$ cat config.mk
export PLATFORM = sky130hd
export DESIGN_NAME = seq_adder
export DESIGN_NICKNAME = d
export VERILOG_FILES = /design/src/rtl/seq_adder_pkg.sv /design/src/rtl/seq_adder_chunk_adder.sv /design/src/rtl/seq_adder.sv
export SDC_FILE = /design/constraint.sdc
export NUM_CORES = 1
export LEC_CHECK = 0
export BUFFER_PORTS_ARGS = -buffer_cell sky130_fd_sc_hd__buf_2
export CORE_UTILIZATION = 52
export DETAILED_ROUTE_END_ITERATION = 12
export PLACE_DENSITY = 0.76
export SYNTH_ARGS = -nofsm -noshare
export SYNTH_HDL_FRONTEND = slang
export SYNTH_SLANG_ARGS = --single-unit
$ cat constraint.sdc
create_clock -name clk -period 4.4 [get_ports clk]
set_input_delay 0 -clock clk [delete_from_list [all_inputs] [get_ports clk]]
set_output_delay 0 -clock clk [all_outputs]
set_load 0.03 [all_outputs]
$ cat src/rtl/seq_adder_pkg.sv
// Shared FSM state encoding and geometry helper for the chunk-serial adder.
package seq_adder_pkg;

    typedef logic [1:0] state_t;

    localparam state_t IDLE = 2'd0;
    localparam state_t RUN  = 2'd1;
    localparam state_t DONE = 2'd2;

    typedef struct packed {
        int nchunk;
        int idx_w;
    } geom_t;

    // A single chunk still needs a one-bit index register.
    function automatic geom_t calc_geom(input int width, input int chunk);
        geom_t g;
        g.nchunk = width / chunk;
        g.idx_w  = (g.nchunk > 1) ? $clog2(g.nchunk) : 1;
        return g;
    endfunction

endpackage

$ cat src/rtl/seq_adder_chunk_adder.sv
// Combinational CHUNK-bit ripple adder made of one-bit full adders; also
// exposes the carry into its top bit for signed-overflow detection.
module chunk_adder #(
    parameter int CHUNK = 4
) (
    input  logic [CHUNK-1:0] a_i,
    input  logic [CHUNK-1:0] b_i,
    input  logic             c_i,
    output logic [CHUNK-1:0] s_o,
    output logic             co_o,
    output logic             c_msb_o
);

    logic [CHUNK:0] c;

    assign c[0] = c_i;

    for (genvar i = 0; i < CHUNK; i++) begin : g_fa
        assign s_o[i]   = a_i[i] ^ b_i[i] ^ c[i];
        assign c[i + 1] = (a_i[i] & b_i[i]) | (c[i] & (a_i[i] ^ b_i[i]));
    end

    assign co_o    = c[CHUNK];
    assign c_msb_o = c[CHUNK-1];

endmodule

$ cat src/rtl/seq_adder.sv
// Chunk-serial adder: one CHUNK-bit ripple adder reused for WIDTH/CHUNK cycles.
// Define SEQ_ADDER_SUB_EN to add a latched 'sub' input computing a - b.
module seq_adder
    import seq_adder_pkg::*;
#(
    parameter int WIDTH = 16,
    parameter int CHUNK = 4
) (
    input  logic             clk,
    input  logic             reset,
    input  logic             start,
`ifdef SEQ_ADDER_SUB_EN
    input  logic             sub,
`endif
    input  logic [WIDTH-1:0] a,
    input  logic [WIDTH-1:0] b,
    input  logic             cin,
    output logic             busy,
    output logic             done,
    output logic [WIDTH-1:0] sum,
    output logic             cout,
    output logic             ovf
);

    localparam geom_t GEOM   = calc_geom(WIDTH, CHUNK);
    localparam int    NCHUNK = GEOM.nchunk;
    localparam int    IDX_W  = GEOM.idx_w;

    localparam logic [IDX_W-1:0] LAST       = IDX_W'(NCHUNK - 1);
    localparam logic [WIDTH-1:0] SLICE_MASK = WIDTH'({CHUNK{1'b1}});

    if ((WIDTH % CHUNK) != 0) begin : g_bad_cfg
        $error("seq_adder: WIDTH must be an integer multiple of CHUNK");
    end

    state_t           state_q, state_d;
    logic [IDX_W-1:0] idx_q, idx_d;
    logic             carry_q, carry_d;
    logic [WIDTH-1:0] sum_q, sum_d;
    logic             cout_q, cout_d;
    logic             ovf_q, ovf_d;
    logic [WIDTH-1:0] a_q, b_q;

    logic [WIDTH-1:0] b_eff;
    logic             cin_eff;
    logic             accept;
    logic [31:0]      sh;
    logic [CHUNK-1:0] a_sl, b_sl, s_sl;
    logic             co_sl, cmsb_sl;

    // Subtraction is folded in at latch time as a + ~b + 1.
`ifdef SEQ_ADDER_SUB_EN
    assign b_eff   = sub ? ~b : b;
    assign cin_eff = sub ? 1'b1 : cin;
`else
    assign b_eff   = b;
    assign cin_eff = cin;
`endif

    assign accept = (state_q == IDLE) && start;
    assign sh     = 32'(idx_q) * CHUNK;
    assign a_sl   = CHUNK'(a_q >> sh);
    assign b_sl   = CHUNK'(b_q >> sh);

    chunk_adder #(
        .CHUNK (CHUNK)
    ) u_chunk (
        .a_i     (a_sl),
        .b_i     (b_sl),
        .c_i     (carry_q),
        .s_o     (s_sl),
        .co_o    (co_sl),
        .c_msb_o (cmsb_sl)
    );

    always_comb begin
        state_d = state_q;
        idx_d   = idx_q;
        carry_d = carry_q;
        sum_d   = sum_q;
        cout_d  = cout_q;
        ovf_d   = ovf_q;
        case (state_q)
            IDLE: begin
                if (start) begin
                    state_d = RUN;
                    idx_d   = '0;
                    carry_d = cin_eff;
                    sum_d   = '0;
                end
            end
            RUN: begin
                sum_d   = (sum_q & ~(SLICE_MASK << sh)) | (WIDTH'(s_sl) << sh);
                carry_d = co_sl;
                idx_d   = idx_q + 1'b1;
                if (idx_q == LAST) begin
                    state_d = DONE;
                    idx_d   = '0;
                    cout_d  = co_sl;
                    ovf_d   = co_sl ^ cmsb_sl;
                end
            end
            DONE:    state_d = IDLE;
            default: state_d = IDLE;
        endcase
    end

    always_ff @(posedge clk or posedge reset) begin
        if (reset) begin
            state_q <= IDLE;
            idx_q   <= '0;
            carry_q <= 1'b0;
            sum_q   <= '0;
            cout_q  <= 1'b0;
            ovf_q   <= 1'b0;
        end else begin
            state_q <= state_d;
            idx_q   <= idx_d;
            carry_q <= carry_d;
            sum_q   <= sum_d;
            cout_q  <= cout_d;
            ovf_q   <= ovf_d;
        end
    end

    // Operands only matter while RUN, which reset leaves, so they need no reset.
    always_ff @(posedge clk) begin
        if (accept) begin
            a_q <= a;
            b_q <= b_eff;
        end
    end

    assign busy = (state_q == RUN);
    assign done = (state_q == DONE);
    assign sum  = sum_q;
    assign cout = cout_q;
    assign ovf  = ovf_q;

endmodule

==> results.yml <==
timing:
  rsz0062_at_grt: "no"
  holdWs_ns: 0.0327
  relSlewSlack_pct: 45.0
  setup-violations-final: 0
  tightest_slew_ns: 0.824
  fin_crit_sh_pct: 75.9
  finalCriticalPeriod_ns: 3.34
  finalWorstSetupSlack_ns: 1.06
  fmax_ghz: 0.299
  fin_worst_skew_ns: 0.00894
  setup-tns-final_ns: 0
  finalHoldViolCount: 0
  drv_slew: 0
power:
  ir_drop_v: 0.000371
  leakage_nw: 1.32
  pwr_density_cell_mw_per_mm2: 689
global_routing:
  grt.total_usage_pct: 21.1
  antenna_found_initial: 0
  grt_pass1_wl_um: 6840
  grt_pass1_vias: 1483
  grt_max_degree: 34
  overflow: 0
drt:
  post_drt_wl_per_cell_um: 15.9
  wirelength_um: 4320
  ant_nets: 0
  viasPerCell: 5.26
  drtIter0Drc: 60
  vias: 1425
  first_pass_iters: 4
  drc_errors: 0
clock_tree:
  cts_tree: "done"
  clk_latency_ns: 0.30
  cts_resized: 0
  numCtsBuffers: 5
  clockRootBuffer: "clkbuf_8"
  htree_levels: 2
  postCtsSetupBuffers: 0
  cts_sinks: 55
  cts.path.max_buffers: 2
  clkTransAtPathRegs_ns: 0.10
placed_design:
  dp_slack_ns: 1.05
  gp_congestion: 0.771
  place.port_buffers: 55
  placed_cells: 230
  dpl.hpwl_um: 2800
floorplanning:
  dieArea_mm2: 0.00468
  initial_core_util_pct: 55.8
  die_h_um: 68.4
  ios: 56
  rows: 23
  coreArea_mm2: 0.00412
  dieWidth_um: 68.4
finish:
  area_growth_pct: 32.1
  fin_util_pct: 73.6
  drive_above_1_share_pct: 36.7
  antenna_cells: 0
  final_cells: 271
  nNetsFinal: 264
setup_path:
  worstPathMaxFanout: 9
  worstPathRequired_ns: 4.60
  cp.arrival_ns: 3.54
  critPathKind: "reg2reg"
  worstSetupEndpointType: "flop"
  start_kind: "flop"
synthesis:
  syn_inst: 127
  synthMuxAreaShare_pct: 8.67
  synth.avg_cell_area_um2: 18.1
  synth_adder_area_share_pct: 5.67
  synth_simple_gate_area_share_pct: 6.54
  synth_top_family_by_area: "compound AO/OA/AOI/OAI gates"
  syn_area_mm2: 0.00229
  synth_edf_count: 32
  synth_top_area_cell: "edfxtp_1"
  synth_nets: 171
  yosysWarnings: 0
  ys_seq_area_share_pct: 67.0
  synth-compound-area-share_pct: 9.43
  yosysMostFrequentCell: "edfxtp_1"
  synth_area_leaders: "edfxtp_1 42%, dfrtp_1 25%, a22o_1 6.1%"
  synth_seq_cells: 55
  async_flop_share_pct: 41.8
  yosys.area_share.xor_xnor_pct: 0.382
  synth_top_area_share_pct: 41.9
  synth_common_cells: "32 x edfxtp_1, 23 x dfrtp_1, 16 x a22o_1"
  synth_ff_type: "edfxtp_1"
  synth_cell_type_count: 28
min_path:
  hold_path_class: "in2reg"
job:
  drv_cap: 0
status:
  status: "complete, no violations"
==> layer usage <==
layer	wire, um	global-route usage [%]	vias to the layer above	part of all wire [%]
met2	2310	38.6	41	53
li1	-	-	679	-
met1	1790	23.8	699	41
met5	0	0	-	0
met3	182	6.00	6	4.2
met4	40	5.47	0	0.93
==> where the power goes <==
| part | internal, mW | total [mW] | switching [mW] | leakage (nW) |
|---|---|---|---|---|
| sequential | 0.710 | 0.824 | 0.114 | 0.595 |
| clock | 0.112 | 0.270 | 0.158 | 0.0428 |
| combinational | 0.434 | 0.995 | 0.561 | 0.686 |
| total | 1.26 | 2.09 | 0.833 | 1.32 |
==> cells by family after synthesis <==
kind of cell | after synthesis
xor+xnor | 1
buf+inv | 9
fa+ha+maj | 8
compound gates | 27
mux | 9
flops | 55
simple gates | 18
==> final cells by class <==
class / count / area [um^2]
multi-input cells: 63 / 707
repair buffers: 90 / 621
inverters: 5 / 18.8
clock buffers: 6 / 72.6
flip-flops and latches: 55 / 1540
fillers: 271 / 1080
well taps: 50 / 62.6
clock inverters: 2 / 12.5
==> through the flow <==
stage	area, um^2	power [mW]
after global routing	3030	2.23
after floorplan	2290	1.57
after detailed placement	2620	1.82
after CTS	3030	2.11
after global placement	2620	1.78
final	3030	2.09
==> critical path, cell delays in order (launching register included) <==
cell,delay [ns]
dfrtp_1,0.65
mux4_2,0.58
fa_1,0.41
fa_1,0.39
fa_1,0.43
fa_1,0.53
a22o_1,0.24
==> worst paths after layout <==
path / depth (start not counted) / to / slack, ns / start
worst max-delay path: 6 / sum[3] / 1.06 / idx_q[0]
worst min-delay path: 3 / state_q[0] / 0.03 / start
worst max register to register: 6 / sum[3] / 1.06 / idx_q[0]
worst min register to register: 2 / ovf / 0.50 / ovf
max in group asynchronous: 3 / cout / 3.49 / reset
min in group asynchronous: 3 / sum[3] / 0.39 / reset
==> cells in the final DEF, fill, tap and decap left out, drive strengths merged, types with 2 or more instances in the layout <==
cell type,instances
buf,57
dlygate4sd3,33
edfxtp,32
dfrtp,23
a22o,16
nand2,8
mux4,8
clkbuf,6
inv,5
nor3,4
fa,4
ha,4
a21o,4
o21ai,2
o31ai,2
clkinv,2
==> what timing repair did <==
action	in CTS	in global routing
hold buffers	33	0
endpoints found under the setup margin	0	0
hold endpoints to repair	55	0
==> flip-flops by register name (all words and copies together), names as in the netlist <==
name and cells:
state_q 2, b_q 16, cout 1, ovf 1, a_q 16, sum 16
idx_q 2, carry_q 1
Note: power is estimated with default switching activity, not from simulation.
